## config.mk

```make
export PLATFORM = sky130hd
export DESIGN_NAME = mips_hazard_ctrl_flat
export DESIGN_NICKNAME = d
export VERILOG_FILES = /design/src/rtl/mips_pkg.sv /design/src/rtl/mips_hazard_ctrl_if.sv /design/src/rtl/mips_hazard_ctrl_sat_counter.sv /design/src/rtl/mips_hazard_ctrl.sv /design/src/flat_wrapper.sv
export SDC_FILE = /design/constraint.sdc
export NUM_CORES = 1
export LEC_CHECK = 0
export CELL_PAD_IN_SITES_DETAIL_PLACEMENT = 1
export CELL_PAD_IN_SITES_GLOBAL_PLACEMENT = 1
export CORE_UTILIZATION = 41
export DETAILED_ROUTE_END_ITERATION = 6
export HOLD_SLACK_MARGIN = 0.08
export PLACE_DENSITY = 0.93
export SLEW_MARGIN = 15
export SYNTH_ARGS = -nofsm -noshare
export SYNTH_HDL_FRONTEND = slang
export SYNTH_SLANG_ARGS = --single-unit
```

## constraint.sdc

```tcl
create_clock -name clk -period 3.33 [get_ports clk]
set_clock_uncertainty 0.05 [all_clocks]
set_input_delay 0.666 -clock clk [delete_from_list [all_inputs] [get_ports clk]]
set_output_delay 0.666 -clock clk [all_outputs]
set_load 0.1 [all_outputs]
```

## src/rtl/mips_pkg.sv

```systemverilog
// Shared types and constants for the MIPS pipeline hazard/control slice.
package mips_pkg;

  localparam logic [1:0] FWD_RF  = 2'b00;
  localparam logic [1:0] FWD_WB  = 2'b01;
  localparam logic [1:0] FWD_MEM = 2'b10;

  // Legal BRANCH_STAGE values
  localparam int unsigned BRANCH_EX  = 2;
  localparam int unsigned BRANCH_MEM = 3;

  // Shadow entries carry register numbers at this fixed width; narrower ports are zero-extended.
  localparam int unsigned REG_AW_MAX = 8;
  typedef logic [REG_AW_MAX-1:0] reg_t;

  typedef struct packed {
    logic valid;
    reg_t wr;
    logic regwrite;
    logic memread;
  } stage_t;

  function automatic logic stage_match(input stage_t s, input reg_t r);
    return s.valid & s.regwrite & (s.wr != '0) & (s.wr == r);
  endfunction

endpackage

```

## src/rtl/mips_hazard_ctrl_if.sv

```systemverilog
// Pipeline <-> hazard unit signal bundle; master is the pipeline, slave the hazard unit.
interface mips_hazard_ctrl_if #(
  parameter int unsigned REG_AW = 5,
  parameter int unsigned CNT_W  = 16
) ();
  logic              id_valid;
  logic [REG_AW-1:0] id_rs;
  logic [REG_AW-1:0] id_rt;
  logic              id_uses_rs;
  logic              id_uses_rt;
  logic [REG_AW-1:0] id_wr;
  logic              id_regwrite;
  logic              id_memread;
  logic              branch_taken;
  logic              mem_ready;
  logic              pc_en;
  logic              ifid_en;
  logic              pipe_en;
  logic              ifid_flush;
  logic              idex_flush;
  logic              exmem_flush;
  logic [1:0]        fwd_a;
  logic [1:0]        fwd_b;
  logic [CNT_W-1:0]  stall_cnt;
  logic [CNT_W-1:0]  flush_cnt;

  modport master (
    output id_valid, id_rs, id_rt, id_uses_rs, id_uses_rt, id_wr, id_regwrite, id_memread,
           branch_taken, mem_ready,
    input  pc_en, ifid_en, pipe_en, ifid_flush, idex_flush, exmem_flush, fwd_a, fwd_b,
           stall_cnt, flush_cnt
  );

  modport slave (
    input  id_valid, id_rs, id_rt, id_uses_rs, id_uses_rt, id_wr, id_regwrite, id_memread,
           branch_taken, mem_ready,
    output pc_en, ifid_en, pipe_en, ifid_flush, idex_flush, exmem_flush, fwd_a, fwd_b,
           stall_cnt, flush_cnt
  );
endinterface

```

## src/rtl/mips_hazard_ctrl_sat_counter.sv

```systemverilog
// Saturating up-counter with synchronous clear.
module sat_counter #(
  parameter int unsigned CNT_W = 16
) (
  input  logic             clk_i,
  input  logic             clr_i,
  input  logic             en_i,
  output logic [CNT_W-1:0] cnt_o
);
  logic [CNT_W-1:0] cnt_q, cnt_d;

  always_comb begin
    cnt_d = cnt_q;
    if (en_i && (cnt_q != '1)) cnt_d = cnt_q + CNT_W'(1);
  end

  always_ff @(posedge clk_i) begin
    if (clr_i) cnt_q <= '0;
    else       cnt_q <= cnt_d;
  end

  assign cnt_o = cnt_q;
endmodule

```

## src/rtl/mips_hazard_ctrl.sv

```systemverilog
// Hazard/control unit for the 5-stage MIPS core: shadow scoreboard, forwarding,
// load-use interlock, branch flush, memory freeze and performance counters.
module mips_hazard_ctrl
  import mips_pkg::*;
#(
  parameter int unsigned REG_AW       = 5,
  parameter int unsigned BRANCH_STAGE = 3,
  parameter int unsigned FWD_EN       = 1,
  parameter int unsigned CNT_W        = 16
) (
  input logic               clk,
  input logic               rst,
  mips_hazard_ctrl_if.slave hz
);
  if ((BRANCH_STAGE != BRANCH_EX) && (BRANCH_STAGE != BRANCH_MEM)) begin : g_bad_stage
    $error("mips_hazard_ctrl: BRANCH_STAGE must be 2 or 3");
  end
  if (REG_AW > REG_AW_MAX) begin : g_bad_aw
    $error("mips_hazard_ctrl: REG_AW exceeds REG_AW_MAX");
  end

  typedef struct packed {
    stage_t st;
    reg_t   rs;
    reg_t   rt;
    logic   uses_rs;
    logic   uses_rt;
  } ex_t;

  function automatic reg_t ext(input logic [REG_AW-1:0] r);
    return reg_t'(r);
  endfunction

  function automatic logic [1:0] fwd_sel(input logic used, input reg_t r,
                                         input stage_t mem, input stage_t wb);
    if (used && stage_match(mem, r))     return FWD_MEM;
    else if (used && stage_match(wb, r)) return FWD_WB;
    else                                 return FWD_RF;
  endfunction

  ex_t    ex_q, ex_d;
  stage_t mem_q, mem_d, wb_q, wb_d;
  logic   dep_ex, dep_mem, haz;
  logic   pc_en, ifid_en, pipe_en, ifid_flush, idex_flush, exmem_flush;
  logic   stall_inc, flush_inc;
  logic   unused_wb_memread;

  // WB only needs to be matched, never load-checked
  assign unused_wb_memread = wb_q.memread;

  always_comb begin
    dep_ex  = (hz.id_uses_rs & stage_match(ex_q.st, ext(hz.id_rs))) |
              (hz.id_uses_rt & stage_match(ex_q.st, ext(hz.id_rt)));
    dep_mem = (hz.id_uses_rs & stage_match(mem_q, ext(hz.id_rs))) |
              (hz.id_uses_rt & stage_match(mem_q, ext(hz.id_rt)));
    if (FWD_EN != 0) haz = hz.id_valid & ex_q.st.memread & dep_ex;
    else             haz = hz.id_valid & (dep_ex | dep_mem);
  end

  always_comb begin
    {pc_en, ifid_en, pipe_en}                  = 3'b111;
    {ifid_flush, idex_flush, exmem_flush}      = 3'b000;
    stall_inc = 1'b0;
    flush_inc = 1'b0;
    if (rst) begin
      {pc_en, ifid_en, pipe_en}             = 3'b000;
      {ifid_flush, idex_flush, exmem_flush} = 3'b111;
    end else if (!hz.mem_ready) begin
      {pc_en, ifid_en, pipe_en} = 3'b000;
    end else if (hz.branch_taken) begin
      ifid_flush  = 1'b1;
      idex_flush  = 1'b1;
      exmem_flush = (BRANCH_STAGE == BRANCH_MEM);
      flush_inc   = 1'b1;
    end else if (haz) begin
      pc_en      = 1'b0;
      ifid_en    = 1'b0;
      idex_flush = 1'b1;
      stall_inc  = 1'b1;
    end
  end

  always_comb begin
    hz.fwd_a = FWD_RF;
    hz.fwd_b = FWD_RF;
    if ((FWD_EN != 0) && !rst) begin
      hz.fwd_a = fwd_sel(ex_q.uses_rs, ex_q.rs, mem_q, wb_q);
      hz.fwd_b = fwd_sel(ex_q.uses_rt, ex_q.rt, mem_q, wb_q);
    end
  end

  always_comb begin
    wb_d  = mem_q;
    mem_d = exmem_flush ? '0 : ex_q.st;
    ex_d  = '0;
    if (!idex_flush) begin
      ex_d.st.valid    = hz.id_valid;
      ex_d.st.wr       = ext(hz.id_wr);
      ex_d.st.regwrite = hz.id_regwrite;
      ex_d.st.memread  = hz.id_memread;
      ex_d.rs          = ext(hz.id_rs);
      ex_d.rt          = ext(hz.id_rt);
      ex_d.uses_rs     = hz.id_uses_rs;
      ex_d.uses_rt     = hz.id_uses_rt;
    end
  end

  always_ff @(posedge clk) begin
    if (rst) begin
      ex_q  <= '0;
      mem_q <= '0;
      wb_q  <= '0;
    end else if (pipe_en) begin
      ex_q  <= ex_d;
      mem_q <= mem_d;
      wb_q  <= wb_d;
    end
  end

  assign hz.pc_en       = pc_en;
  assign hz.ifid_en     = ifid_en;
  assign hz.pipe_en     = pipe_en;
  assign hz.ifid_flush  = ifid_flush;
  assign hz.idex_flush  = idex_flush;
  assign hz.exmem_flush = exmem_flush;

  sat_counter #(.CNT_W(CNT_W)) u_stall_cnt (
    .clk_i(clk), .clr_i(rst), .en_i(stall_inc), .cnt_o(hz.stall_cnt)
  );

  sat_counter #(.CNT_W(CNT_W)) u_flush_cnt (
    .clk_i(clk), .clr_i(rst), .en_i(flush_inc), .cnt_o(hz.flush_cnt)
  );
endmodule
```

## src/flat_wrapper.sv

```systemverilog
// flat-port wrapper written by rule: the top's interface ports become plain ports
module mips_hazard_ctrl_flat import mips_pkg::*;
#(
  parameter int unsigned REG_AW       = 5,
  parameter int unsigned BRANCH_STAGE = 3,
  parameter int unsigned FWD_EN       = 1,
  parameter int unsigned CNT_W        = 16
)
  (clk, rst, hz_id_valid, hz_id_rs, hz_id_rt, hz_id_uses_rs, hz_id_uses_rt, hz_id_wr, hz_id_regwrite, hz_id_memread, hz_branch_taken, hz_mem_ready, hz_pc_en, hz_ifid_en, hz_pipe_en, hz_ifid_flush, hz_idex_flush, hz_exmem_flush, hz_fwd_a, hz_fwd_b, hz_stall_cnt, hz_flush_cnt);
  mips_hazard_ctrl_if #(.REG_AW(REG_AW), .CNT_W(CNT_W)) hz_i ();
  input logic clk;
  input logic rst;
  input wire logic [$bits(hz_i.id_valid)-1:0] hz_id_valid;
  input wire logic [$bits(hz_i.id_rs)-1:0] hz_id_rs;
  input wire logic [$bits(hz_i.id_rt)-1:0] hz_id_rt;
  input wire logic [$bits(hz_i.id_uses_rs)-1:0] hz_id_uses_rs;
  input wire logic [$bits(hz_i.id_uses_rt)-1:0] hz_id_uses_rt;
  input wire logic [$bits(hz_i.id_wr)-1:0] hz_id_wr;
  input wire logic [$bits(hz_i.id_regwrite)-1:0] hz_id_regwrite;
  input wire logic [$bits(hz_i.id_memread)-1:0] hz_id_memread;
  input wire logic [$bits(hz_i.branch_taken)-1:0] hz_branch_taken;
  input wire logic [$bits(hz_i.mem_ready)-1:0] hz_mem_ready;
  output wire logic [$bits(hz_i.pc_en)-1:0] hz_pc_en;
  output wire logic [$bits(hz_i.ifid_en)-1:0] hz_ifid_en;
  output wire logic [$bits(hz_i.pipe_en)-1:0] hz_pipe_en;
  output wire logic [$bits(hz_i.ifid_flush)-1:0] hz_ifid_flush;
  output wire logic [$bits(hz_i.idex_flush)-1:0] hz_idex_flush;
  output wire logic [$bits(hz_i.exmem_flush)-1:0] hz_exmem_flush;
  output wire logic [$bits(hz_i.fwd_a)-1:0] hz_fwd_a;
  output wire logic [$bits(hz_i.fwd_b)-1:0] hz_fwd_b;
  output wire logic [$bits(hz_i.stall_cnt)-1:0] hz_stall_cnt;
  output wire logic [$bits(hz_i.flush_cnt)-1:0] hz_flush_cnt;
  assign hz_i.id_valid = hz_id_valid;
  assign hz_i.id_rs = hz_id_rs;
  assign hz_i.id_rt = hz_id_rt;
  assign hz_i.id_uses_rs = hz_id_uses_rs;
  assign hz_i.id_uses_rt = hz_id_uses_rt;
  assign hz_i.id_wr = hz_id_wr;
  assign hz_i.id_regwrite = hz_id_regwrite;
  assign hz_i.id_memread = hz_id_memread;
  assign hz_i.branch_taken = hz_branch_taken;
  assign hz_i.mem_ready = hz_mem_ready;
  assign hz_pc_en = hz_i.pc_en;
  assign hz_ifid_en = hz_i.ifid_en;
  assign hz_pipe_en = hz_i.pipe_en;
  assign hz_ifid_flush = hz_i.ifid_flush;
  assign hz_idex_flush = hz_i.idex_flush;
  assign hz_exmem_flush = hz_i.exmem_flush;
  assign hz_fwd_a = hz_i.fwd_a;
  assign hz_fwd_b = hz_i.fwd_b;
  assign hz_stall_cnt = hz_i.stall_cnt;
  assign hz_flush_cnt = hz_i.flush_cnt;
  mips_hazard_ctrl #(.REG_AW(REG_AW), .BRANCH_STAGE(BRANCH_STAGE), .FWD_EN(FWD_EN), .CNT_W(CNT_W)) u_core (.clk(clk), .rst(rst), .hz(hz_i));
endmodule
```

==> results by group <==
Synthesis
  – Yosys reg bits: 66
  – Synth Flop Type: dfxtp_1
  – Synthesized cell area: 3210 sq um
  – Sequential fraction of the synthesis area: 41.2%
  – Syn Nets: 376
  – Avg Synthesized Cell Area: 9.17 sq um
  – Synth Instances: 350
  – Post-synth EDFFs: 0
  – Asr flop ratio synth: 0%
  – Unique masters post-synth: 44
  – Yosys warns: 0

Setup path
  – Buf/Inv on CP: 2
  – Worst Setup EP: hz_pc_en
  – Worst r2r dst: u_core.u_flush_cnt.cnt_o[4]$_SDFFE_PP0P_
  – Crit path arrival time: 2.52 ns
  – Beginning of the critical path: hz_id_rt[4]
  – CP endpoint kind: output pin
  – R2R Setup Slk: 1.12 ns
  – CP max-delay cell: o41a_2
  – CP Data Required Time: 2.61 ns
  – Crit-path leading delay family: compound AO/OA/AOI/OAI gates
  – Max incr delay on CP: 0.56 ns
  – Worst Setup Start Kind: input port
  – Worst path depth: 6
  – Reg-to-Reg Start: u_core.u_flush_cnt.cnt_o[0]$_SDFFE_PP0P_
  – Crit-path cells: clkdlybuf4s50_1, xnor2_1, nand4_1, o22a_1, o41a_2, buf_12
  – Worst r2r path cells: 6
  – Crit-path max FO: 2
  – Setup CP Type: in2out

Timing
  – Final Worst Setup Slack: 0.0906 ns
  – Clock period minus final worst setup slack: 3.24 ns
  – Final period utilization: 97.3%
  – Worst-Margin Slew: 0.741 ns
  – Setup-failing EPs final: 0
  – Count of final max-slew check failures: 0
  – Hold_ws: 0.448 ns
  – Worst slew margin: 50.2%
  – RSZ-0062 raised after global routing: false
  – Hold Violations, Final: 0
  – Setup_tns: 0 ns
  – Fmax: 309 MHz

Die
  – Std-Cell Rows: 31
  – Chip Width: 90.5 microns
  – I/O pin total: 66
  – Area of the die: 8190 sq um
  – Initial core utilization: 43.3%
  – Core box area: 7410 sq um
  – Die Y: 90.5 microns

Routing
  – Total wire length: 9.36 mm
  – Vias per inst: 5.83
  – Wire per inst: 18.0 microns
  – Antenna viol nets, final: 0
  – DRC Markers: 0
  – Drt pass-1 iters: 4
  – Vias: 3,029
  – Initial drt markers: 85

Final layout
  – Share of cells above drive strength 1: 16.9%
  – Area Growth Syn to Fin: 31.1%
  – Non-filler cells in the finished layout: 520
  – Ant. Diodes: 0
  – Post-route cell area: 4210 sq um
  – Fin util: 56.8%
  – Final nets: 442

CTS
  – TritonCTS clock tree: built
  – H-Tree Level Count: 3
  – Post-CTS setup buffers: 0
  – CTS Root Cell: clkbuf_8
  – Hold-fix buffers, CTS: 0
  – # resized after CTS: 0
  – Longest Clk Path Bufs: 2
  – Latest clock arrival within the worst-skew pair: 0.35 ns
  – Clock buffer count from CTS: 9
  – Clock sinks: 66
  – CTS clk-pin slew, worst paths: 0.07 ns

Place
  – Dpl cells: 504
  – PortBufs: 65
  – GP Congestion: 0.795
  – Hpwl dp: 6.99 mm
  – Pre-CTS WS: 0.111 ns
  – DP Area: 3990 sq um

Pwr
  – Logic pwr share: 10.8%
  – Net Switching: 0.432 mW
  – Leakage power: 1.63 nW
  – Clock power frac: 42.0%
  – Reg power frac: 47.1%
  – Total power: 1.74 mW
  – Switching portion of total power: 24.8%
  – Pint: 1.31 mW
  – Pwr dens: 414 nW/um^2
  – VDD IR max: 0.000216 V

Global route
  – Vias in the first global route: 3,131
  – GRT Util Overall: 24.0%
  – Initial antenna violation count: 0
  – Residual overflow from global routing: 0
  – First-pass GRT wire length: 15.6 mm
  – Largest net degree at the start of global routing: 36

Run status
  – Outcome: finished clean

Flow run
  – Max cap viols: 0

Hold path
  – Worst Hold Class: reg2reg
==> cells in the mapped netlist, types with 3 or more instances <==
library cell | number | area (sq um)
a211oi_1 | 5 | 37.5
a21oi_1 | 18 | 90.1
a22o_1 | 20 | 175
and3_1 | 5 | 31.3
buf_1 | 3 | 11.3
buf_2 | 3 | 15.0
clkbuf_1 | 11 | 41.3
dfxtp_1 | 66 | 1320
mux2i_1 | 19 | 190
nand2_1 | 14 | 52.6
nand2b_1 | 6 | 37.5
nand3_1 | 23 | 115
nand4_1 | 9 | 56.3
nor2_1 | 34 | 128
nor2b_1 | 3 | 18.8
nor3_1 | 7 | 35.0
nor4_1 | 6 | 37.5
o21ai_0 | 5 | 25.0
o31ai_1 | 12 | 90.1
or4_1 | 16 | 120
xnor2_1 | 21 | 184
xor2_1 | 17 | 149
==> placed cells by master (no fill, tap or decap), types with 2 or more instances in the layout <==
cell and n:
mux2i_1 19, bufinv_16 2, buf_12 10, nor2b_1 2
nand2_1 14, nand3b_1 2, xor2_1 17, nand4_1 9
clkbuf_1 3, nor2_1 33, or4_1 16, or4b_1 2
a22o_1 20, nand3_1 23, nor4_1 6, nor3_1 7
nand2b_1 6, and4_1 2, xnor2_1 21, a21oi_1 18
buf_4 41, clkdlybuf4s50_1 23, o21ai_0 5, a211oi_1 5
o31ai_1 12, clkbuf_8 9, dfxtp_1 66, and3_1 5
ha_1 2
==> per-layer routing <==
metal  track usage (%)  wire [microns]
met5                 0               0
met4              7.12             123
met3              6.99             396
met2              43.2            4900
met1              27.2            3940
==> area by class of cell <==
cell class / count / area, sq um
clock inverter: 4 / 76.3
sequential: 66 / 1320
timing repair buffer: 74 / 738
fill: 829 / 3200
inverter: 1 / 3.75
clock buffer: 12 / 135
multi-input combinational: 264 / 1810
tap: 99 / 124
==> registers in the layout, summed over array words and instances, names as in the netlist <==
| signal | count |
|---|---|
| u_core.u_stall_cnt.cnt_o | 16 |
| u_core.wb_q | 7 |
| u_core.ex_q | 20 |
| u_core.mem_q | 7 |
| u_core.u_flush_cnt.cnt_o | 16 |
==> power by group through the flow <==
stage / Clock (mW) / Sequential (mW) / Combinational [mW]
global route: 0.786 / 0.821 / 0.199
CTS: 0.742 / 0.820 / 0.189
global placement: 0 / 0.837 / 0.181
finish: 0.731 / 0.820 / 0.189
detailed placement: 0 / 0.838 / 0.188
floorplan: 0 / 0.839 / 0.107
==> kinds of logic (layout without fill, tap and decap cells) <==
kind of cell    count (synthesis)  after routing  synth area share [%]
compound gates                 72             72                  16.7
xor+xnor                       38             38                  10.4
fa+ha+maj                       2              2                 0.780
buf+inv                        20             91                  2.69
flops                          66             66                  41.2
mux                            19             19                  5.93
simple gates                  133            133                  22.3
==> worst min-delay path by stage <==
stage / from / to / slack [ns] / cells past startpoint
final: u_core.ex_q[18]$_SDFFE_PP0P_ / u_core.ex_q[18]$_SDFFE_PP0P_ / 0.45 / 1
after CTS: u_core.ex_q[18]$_SDFFE_PP0P_ / u_core.ex_q[18]$_SDFFE_PP0P_ / 0.45 / 1
after floorplan: u_core.ex_q[18]$_SDFFE_PP0P_ / u_core.ex_q[18]$_SDFFE_PP0P_ / 0.39 / 1
after detailed placement: u_core.ex_q[18]$_SDFFE_PP0P_ / u_core.ex_q[18]$_SDFFE_PP0P_ / 0.43 / 1
after global routing: u_core.ex_q[18]$_SDFFE_PP0P_ / u_core.ex_q[18]$_SDFFE_PP0P_ / 0.48 / 1
after global placement: u_core.ex_q[18]$_SDFFE_PP0P_ / u_core.ex_q[18]$_SDFFE_PP0P_ / 0.42 / 1
Power figures use the tool's default switching activity.
